[src/rtl/pipe_adder.sv]
// Pipelined ripple adder/subtractor: STAGE_BITS of carry chain per stage, carry
// and skewed operand/result slices registered between stages, valid/ready handshake.
module pipe_adder #(
    parameter int WIDTH      = 16,
    parameter int STAGE_BITS = 4
) (
    input  logic             clk,
    input  logic             rst,
    input  logic             in_valid,
    output logic             in_ready,
    input  logic [WIDTH-1:0] a,
    input  logic [WIDTH-1:0] b,
    input  logic             cin,
    input  logic             sub,
    output logic             out_valid,
    input  logic             out_ready,
    output logic [WIDTH-1:0] sum,
    output logic             cout,
    output logic             ovf
);

    localparam int NSTAGES = WIDTH / STAGE_BITS;
    localparam int SB      = STAGE_BITS;
    localparam int LS      = NSTAGES - 1;

    logic             adv_s;
    logic             ovf_s;
    logic             out_valid_r;
    logic [WIDTH-1:0] sum_r;
    logic             cout_r;
    logic             ovf_r;

    assign adv_s    = !out_valid_r || out_ready;
    assign in_ready = adv_s;

    // Stage k consumes the low SB bits of the operands it receives and forwards
    // the rest; the resolved result grows by SB bits per stage.
    for (genvar k = 0; k < NSTAGES; k++) begin : g_stage
        localparam int RW = WIDTH - k * SB;
        localparam int DW = (k + 1) * SB;

        logic [RW-1:0] op_a_s;
        logic [RW-1:0] op_b_s;
        logic          c_in_s;
        logic          v_s;
        logic [SB:0]   slice_s;
        logic [DW-1:0] res_s;

        assign slice_s = {1'b0, op_a_s[SB-1:0]} + {1'b0, op_b_s[SB-1:0]}
                       + {{SB{1'b0}}, c_in_s};

        if (k == 0) begin : g_in
            // Subtract is folded in as a + ~b + !cin.
            assign op_a_s = a;
            assign op_b_s = b ^ {WIDTH{sub}};
            assign c_in_s = cin ^ sub;
            assign v_s    = in_valid;
            assign res_s  = slice_s[SB-1:0];
        end else begin : g_reg
            logic [RW-1:0]   a_r;
            logic [RW-1:0]   b_r;
            logic [k*SB-1:0] s_r;
            logic            c_r;
            logic            v_r;

            // Pipeline register between stage k-1 and stage k.
            always_ff @(posedge clk) begin
                if (rst) begin
                    v_r <= 1'b0;
                    c_r <= 1'b0;
                    a_r <= {RW{1'b0}};
                    b_r <= {RW{1'b0}};
                    s_r <= {(k*SB){1'b0}};
                end else if (adv_s) begin
                    v_r <= g_stage[k-1].v_s;
                    c_r <= g_stage[k-1].slice_s[SB];
                    a_r <= g_stage[k-1].op_a_s[RW+SB-1:SB];
                    b_r <= g_stage[k-1].op_b_s[RW+SB-1:SB];
                    s_r <= g_stage[k-1].res_s;
                end
            end

            assign op_a_s = a_r;
            assign op_b_s = b_r;
            assign c_in_s = c_r;
            assign v_s    = v_r;
            assign res_s  = {slice_s[SB-1:0], s_r};
        end
    end

    // Same-sign operands producing a different-sign result == carry-in XOR carry-out of the MSB.
    assign ovf_s = (g_stage[LS].op_a_s[SB-1] == g_stage[LS].op_b_s[SB-1])
                && (g_stage[LS].slice_s[SB-1] != g_stage[LS].op_a_s[SB-1]);

    // Output register; holds while the consumer stalls.
    always_ff @(posedge clk) begin
        if (rst) begin
            out_valid_r <= 1'b0;
            sum_r       <= {WIDTH{1'b0}};
            cout_r      <= 1'b0;
            ovf_r       <= 1'b0;
        end else if (adv_s) begin
            out_valid_r <= g_stage[LS].v_s;
            sum_r       <= g_stage[LS].res_s;
            cout_r      <= g_stage[LS].slice_s[SB];
            ovf_r       <= ovf_s;
        end
    end

    assign out_valid = out_valid_r;
    assign sum       = sum_r;
    assign cout      = cout_r;
    assign ovf       = ovf_r;

endmodule

[config.mk]
export PLATFORM = sky130hd
export DESIGN_NAME = pipe_adder
export DESIGN_NICKNAME = d
export VERILOG_FILES = /design/src/rtl/pipe_adder.sv
export SDC_FILE = /design/constraint.sdc
export NUM_CORES = 1
export LEC_CHECK = 0
export ABC_AREA = 1
export CORE_ASPECT_RATIO = 0.75
export CORE_MARGIN = 5
export CORE_UTILIZATION = 54
export DETAILED_ROUTE_END_ITERATION = 16
export GPL_TIMING_DRIVEN = 0
export HOLD_SLACK_MARGIN = 0.08
export PLACE_DENSITY = 0.87
export SETUP_SLACK_MARGIN = 0.05
export SYNTH_ARGS = -nofsm -noshare
export SYNTH_HDL_FRONTEND = slang
export SYNTH_SLANG_ARGS = --single-unit
[constraint.sdc]
create_clock -name clk -period 2.7 [get_ports clk]
set_input_delay 0.27 -clock clk [delete_from_list [all_inputs] [get_ports clk]]
set_output_delay 0.27 -clock clk [all_outputs]
set_load 0.01 [all_outputs]
# == After elaboration in Yosys (flattened, before gate mapping) ==
# Index checks and enable logic that the tools add are counted.
# totals
output_inout_bits,20
ff_bits,97
# classes
n_addsub,8
n_eq_ne,2
reduce_logical,3
bitwise,2
# op_table
operator,count
$add A4 B4 Y5,4
$add A5 B1 Y5,4
$xor A16 B16 Y16,1
$eq A1 B1 Y1,1
$logic_and A1 B1 Y1,1
$logic_not A1 Y1,1
$logic_or A1 B1 Y1,1
$ne A1 B1 Y1,1
$xor A1 B1 Y1,1

# == Depth between registers and ports, before layout ==
# Gate-level depths: netlist of run 1.
# depth
depth_word,4
depth_mapped,10
depth_no_buf,8

# == Worst setup path before layout of run 1 ==
# Ideal clock, no wire load.
# synth_timing
kind,input -> register
start,input port sub
end,register g_stage[1].g_reg.c_r
arrival_ns,1.959
t_required_ns,2.583
path_buffers,2
path_slack_ns,0.624
setup_time_ns,0.117
stages,9
path_cell_list,buf_4 buf_4 xor2_1 fa_1 fa_1 a21oi_1 nor2_1 nor3_1 nor2_1
# synth_via
elab_chain_len,3
elab_cells_between_ends,4
# synth_rtl
item,line,text
from (decl),14,"input logic sub,"
$xor A16 B16 Y16,55,assign op_b_s = b ^ {WIDTH{sub}};
$add A4 B4 Y5,49,"assign slice_s = {1'b0, op_a_s[SB-1:0]} + {1'b0, op_b_s[SB-1:0]}"
$add A5 B1 Y5 *,50,"+ {{SB{1'b0}}, c_in_s};"
to (signal assigned),76,c_r <= g_stage[k-1].slice_s[SB];
to (decl),63,logic c_r;
# Every way passes the cells marked *; elsewhere a longest branch is shown, timed or not.
# A chain may end at the register's enable or synchronous reset.

# == Final worst setup path of run 1 ==
# layout_timing
start,input port out_ready
end,output port in_ready
# layout_via
elab_chain_len,1
# layout_rtl
item,line,text
from (decl),16,"input logic out_ready,"
$logic_or A1 B1 Y1,33,assign adv_s = !out_valid_r || out_ready;
to (decl),10,"output logic in_ready,"
# Every way passes these cells.

==> summary.md, run 1 <==
| Metric | Value |
|---|---|
| Number of diodes | 0 |
| Worst-margin pin slew | 473.6 ps |
| Worst-path clk slew | 80 ps |
| WP data required | 2430 ps |
| Most instantiated cells after synthesis | nor2_1 (141), dfxtp_1 (97), o21ai_0 (87) |
| Num rows | 27 |
| Initial antenna violation count | 0 |
| Antenna viol nets, final | 0 |
| Drt first pass iters | 4 |
| YS warnings | 0 |
| DRC Markers | 0 |
| Worst vdd ir | 0.3145 mV |
| WL final | between 9000 and 10000 microns |
| Syn_area_per_cell | 8.183 sq um |
| CP arrival | 1990 ps |
| Clock latency on the worst-skew pair | 360 ps |
| Final worst path period share | between 80% and 90% |
| Post-synth cell types | 21 |
| Clock sink count | 97 |
| Horiz. Die Dim | between 100 and 150 microns |
| Total power | 2.922 mW |
| Syn_nets | 545 |
| DRT iter0 DRCs | about 230 |
| Critical Path Fanout Max | 10 |
| Post-synth EDFFs | 0 |
| Syn Inst Count | a little under 500 |
| First-pass GRT wire length | 15170 microns |
| Largest net degree at the start of global routing | 16 |
| Wire length per cell | 13.74 microns |
| Vias/cell | 5.080 |
| Grt ovf | 0 |
| Max Clock Freq | 443.0 MHz |
| Root buffer cell | clkbuf_8 |
| Status | finished, final reports clean |
| Top cell type's share of synthesized area | 48.73% |
| IO Count | 58 |
| Cell taking the most area after synthesis | dfxtp_1 |
| Global router's overall resource usage | 20.99% |
| H-tree Lvls | 3 |
| Post-CTS Hold Fix Bufs | 0 |
| IO buf count | between 50 and 60 |
| Finished Layout Cells | 660 |
| Leak | 2.184 nW |
| Core Region | approximately 7300 sq um |
| Clk buf depth | 2 |
| Chip height | 84.40 microns |
| Register area share after synthesis | 48.73% |
| Layout cells sized above 1 | 5.367% |
| Post-CTS setup buffer count | 0 |
| Post-route setup slack | 442.8 ps |
| Startpoint Class | input pin |
| Most common cell in the synthesized netlist | nor2_1 |
| Top FF cell, synth | dfxtp_1 |
| #FFs+latches synth | between 90 and 100 |
| Fin Setup TNS | 0 ps |
| Mapped cell area | 3985 sq um |
| DP Worst Slack | ~440 ps |
| CP endpoint kind | primary output |
| Slew headroom | 68.43% |
| Max cap viols | 0 |
| Cell area power density | approximately 600 nW/um^2 |
| Routability congestion estimate | 0.8393 |
| Final min period | 2257 ps |
| Nets | 612 |
| RSZ-0062 raised after global routing | false |
| Final setup viols | 0 |
| Placed Instances | between 600 and 700 |
| Slew Limit Fails | 0 |
| Async set or reset register ratio after synthesis | 0% |
| CTS Buf Count | 9 |
| Post-DP HPWL | 6898 microns |
| Initial Utilization | 54.87% |
| Die area | 9216 sq um |
| Fin Clk Skew | 7.927 ps |
| Final hold viol count | 0 |
| Setup Crit Path Kind | input pin to primary output |
| Synthesis-to-layout area growth | 22.14% |
| TritonCTS clock tree | done |
| Vias in the first global route | approximately 3.3k |
| Total number of vias | around 3.4k |
| Synth top area cells | dfxtp_1 (49%), nor2_1 (13%), o21ai_0 (11%) |
| Hold Crit Class | input pin to flop |
| Post-cts sizing count | 0 |
logic make-up (layout without fill, tap and decap cells):
kind of cell,after synthesis,in the layout,synth area share (%)
compound gates,132,132,16.80
xor+xnor,21,21,4.615
fa+ha+maj,20,20,7.786
buf+inv,50,122,5.808
flops,97,97,48.73
simple gates,167,167,16.26
cells in the final DEF (no fill, tap or decap):
cell               n
clkinv_2           4
clkbuf_8          10
nor3_1             3
a21oi_1           32
buf_2              5
xnor2_1           15
clkdlybuf4s50_1   56
o21ai_1            9
nor2_1           141
dfxtp_1           97
nor2_4             1
xor2_1             6
buf_4              4
inv_1             17
fa_1               8
inv_2              1
nand3_1            8
a31oi_1            1
bufinv_16          1
buf_6              3
ha_1              12
o21ai_0           87
clkinvlp_4         1
clkbuf_1          20
nand2_1           14
o21bai_1           3
state kept, by name, indices dropped and copies added (netlist names), 3 cells and up:
signal,cells
g_stage.g_reg.s_r,24
g_stage.g_reg.v_r,3
g_stage.c_in_s,3
sum,16
g_stage.g_reg.b_r,24
g_stage.g_reg.a_r,24
metal layers:
metal / GRT usage, % / share of wire [%] / vias to the layer above / wire [microns]
li1: - / - / 1724 / -
met3: 6.226 / 7.9 / 9 / 712
met5: 0 / 0 / - / 0
met4: 4.983 / 0.58 / 0 / 53
met2: 36.12 / 49 / 106 / 4474
met1: 25.82 / 42 / 1514 / 3826
worst max-delay path, cell delays in order:
cell and delay (ps):
clkdlybuf4s50_1 500, nor2_4 90, inv_2 120, buf_6 160
buf_2 260, clkdlybuf4s50_1 580
worst paths after layout:
check	slack, ps	from	end	depth (start not counted)
worst max-delay path	440	out_ready	in_ready	6
worst min-delay path	300	sub	g_stage[1].g_reg.b_r[2]	3
worst max register to register	890	g_stage[3].c_in_s	cout	6
worst min register to register	450	g_stage[1].g_reg.b_r[4]	g_stage[2].g_reg.b_r[0]	2
report_power, final:
group / switching [mW] / internal (mW) / leakage [nW] / total, mW
clock network: 0.472 / 0.447 / 0.102 / 0.918
registers: 0.0698 / 1.54 / 0.799 / 1.61
logic: 0.196 / 0.193 / 1.28 / 0.389
per-stage QoR:
stage | hold slack [ps] | utilization [%] | instance area (sq um)
5_1_grt | 302.7 | 67.01 | 4867
4_1_cts | 280.9 | 67.01 | 4867
2_1_floorplan | 339.1 | - | 3985
3_3_place_gp | 435.0 | 64.32 | 4672
6_report | 296.3 | 67.01 | 4867
3_5_place_dp | 433.9 | 64.32 | 4672
layout make-up:
type	count	area, sq um
multi-input combinational	340	1812
clock inverter	6	57.56
buffer	32	163.9
fill	626	2396
clock buffer	10	137.6
tap	101	126.4
inverter	18	67.56
sequential	97	1942
timing repair buffer	56	560.5
Note: power is estimated with default switching activity, not from simulation.
==> run 2, diff against run 1 <==
==> constraint.sdc (replaced) <==
create_clock -name clk -period 2.3 [get_ports clk]
set_input_delay 0.23 -clock clk [delete_from_list [all_inputs] [get_ports clk]]
set_output_delay 0.23 -clock clk [all_outputs]
set_load 0.01 [all_outputs]
==> summary.md, run 2 (synthesis results as in run 1) <==
| Metric | Value |
|---|---|
| Status | finished, final reports clean |
| Core Region | approximately 7300 sq um |
| CTS Buf Count | 9 |
| Total number of vias | between 3k and 4k |
| Final hold viol count | 0 |
| Max Clock Freq | 459.1 MHz |
| Antenna viol nets, final | 0 |
| Num rows | 27 |
| Final setup viols | 0 |
| Wire length per cell | between 10 and 15 microns |
| Layout cells sized above 1 | roughly 5.7% |
| Post-DP HPWL | 6898 microns |
| Leak | 2.194 nW |
| Final worst path period share | 94.70% |
| Horiz. Die Dim | ~110 microns |
| Fillcell total | 622 |
| Internal power | 2.566 mW |
| Fin Clk Skew | a little over 9 ps |
| Vias in the first global route | between 3k and 4k |
| CP arrival | 1950 ps |
| DP Worst Slack | 76.06 ps |
| Root buffer cell | clkbuf_8 |
| Fin Setup TNS | 0 ps |
| Hold WS | 258.8 ps |
| WL final | 9101 microns |
| Slew headroom | 67.55% |
| WP data required | 2070 ps |
| Die area | 9216 sq um |
| Vias/cell | 5.095 |
| Post-route setup slack | 121.8 ps |
| Switching fraction of total power | 25.27% |
| DRC Markers | 0 |
| RSZ-0062 raised after global routing | false |
| Max cap viols | 0 |
| Clock share of power | 31.4% |
| H-tree Lvls | 3 |
| Clock sink count | 97 |
| Worst vdd ir | 0.3694 mV |
| Combinational power share | 13.3% |
| Initial antenna violation count | 0 |
| Startpoint Class | flop |
| CP endpoint kind | primary output |
| First-pass GRT wire length | about 15000 microns |
| Global router's overall resource usage | around a fifth |
| Largest registers | g_stage.g_reg.a_r (24), g_stage.g_reg.b_r (24), g_stage.g_reg.s_r (24) |
| IO buf count | 56 |
| TritonCTS clock tree | done |
| DRT iter0 DRCs | between 200 and 300 |
| Slew Limit Fails | 0 |
| Chip height | 84.40 microns |
| P_sw | 867.7 uW |
| Worst-margin pin slew | 486.7 ps |
| Nets | 614 |
| Post-CTS Hold Fix Bufs | 0 |
| Setup Crit Path Kind | flop to primary output |
| Clock latency on the worst-skew pair | 360 ps |
| Post-cts sizing count | 0 |
| IO Count | 58 |
| Sequential share of power | 55.3% |
| Hold Crit Class | input pin to flop |
| Clk buf depth | 2 |
| Routability congestion estimate | around 0.84 |
| Synthesis-to-layout area growth | 22.51% |
| Largest net degree at the start of global routing | 16 |
| Most common cell after layout, fill and taps aside | nor2_1 |
| Number of diodes | 0 |
| Initial Utilization | about 55% |
| Commonest cells after routing, fill and taps aside | nor2_1 (141), dfxtp_1 (97), o21ai_0 (87), clkdlybuf4s50_1 (56), a21oi_1 (32) |
| Critical Path Fanout Max | 10 |
| Final min period | about 2200 ps |
| Worst-path clk slew | 80 ps |
| Drt first pass iters | 5 |
| Cell area power density | 703.3 nW/um^2 |
| Grt ovf | 0 |
-- run 2: path summary, 6_finish.rpt --
check                          start  cells after the start                       to  slack (ps)
min reg2reg  g_stage[1].g_reg.b_r[4]                      2  g_stage[2].g_reg.b_r[0]         450
max reg2reg        g_stage[3].c_in_s                      6                     cout         480
min                              sub                      3  g_stage[1].g_reg.b_r[2]         260
max                        out_valid                      6                 in_ready         120
-- run 2: stage by stage --
stage	utilization, %	instance area, sq um	power [mW]	cells
after floorplan	-	3985	2.178	487
after global placement	64.32	4672	2.356	644
after detailed placement	64.32	4672	2.385	644
after CTS	67.01	4867	3.450	660
after global routing	67.22	4882	3.600	662
final	67.22	4882	3.433	662
-- run 2: area by class of cell --
cell class	instances	area, sq um	area share (%)
clock buffer	10	137.6	2.819
inverter	18	67.56	1.384
clock inverter	6	57.56	1.179
timing repair buffer	58	575.6	11.79
buffer	32	163.9	3.357
tap	101	126.4	2.588
multi-input combinational	340	1812	37.11
sequential	97	1942	39.77
-- run 2: power groups by stage --
stage / combinational, mW / sequential, mW / clock [mW]
4_1_cts: 0.458 / 1.89 / 1.10
5_1_grt: 0.516 / 1.91 / 1.17
6_report: 0.458 / 1.90 / 1.08
3_3_place_gp: 0.430 / 1.93 / 0
2_1_floorplan: 0.265 / 1.91 / 0
3_5_place_dp: 0.451 / 1.93 / 0
-- run 2: timing repair --
item | in CTS | in global routing
endpoints found under the setup margin | 0 | 1
hold endpoints to repair | 0 | 0
buffers inserted | 0 | 2
-- run 2: layer usage --
metal	share of wire [%]	global-route usage (%)	vias to the layer above
li1	-	-	1724
met3	6.8	6.226	6
met5	0	0	-
met4	0.41	4.983	0
met1	44	25.82	1527
met2	49	36.12	116
-- run 2: worst max-delay path: stages (launching register included) --
cell             delay (ps)
dfxtp_1                 320
inv_1                    90
nor2_4                   60
inv_2                   110
buf_6                   160
buf_2                   260
clkdlybuf4s50_1         590
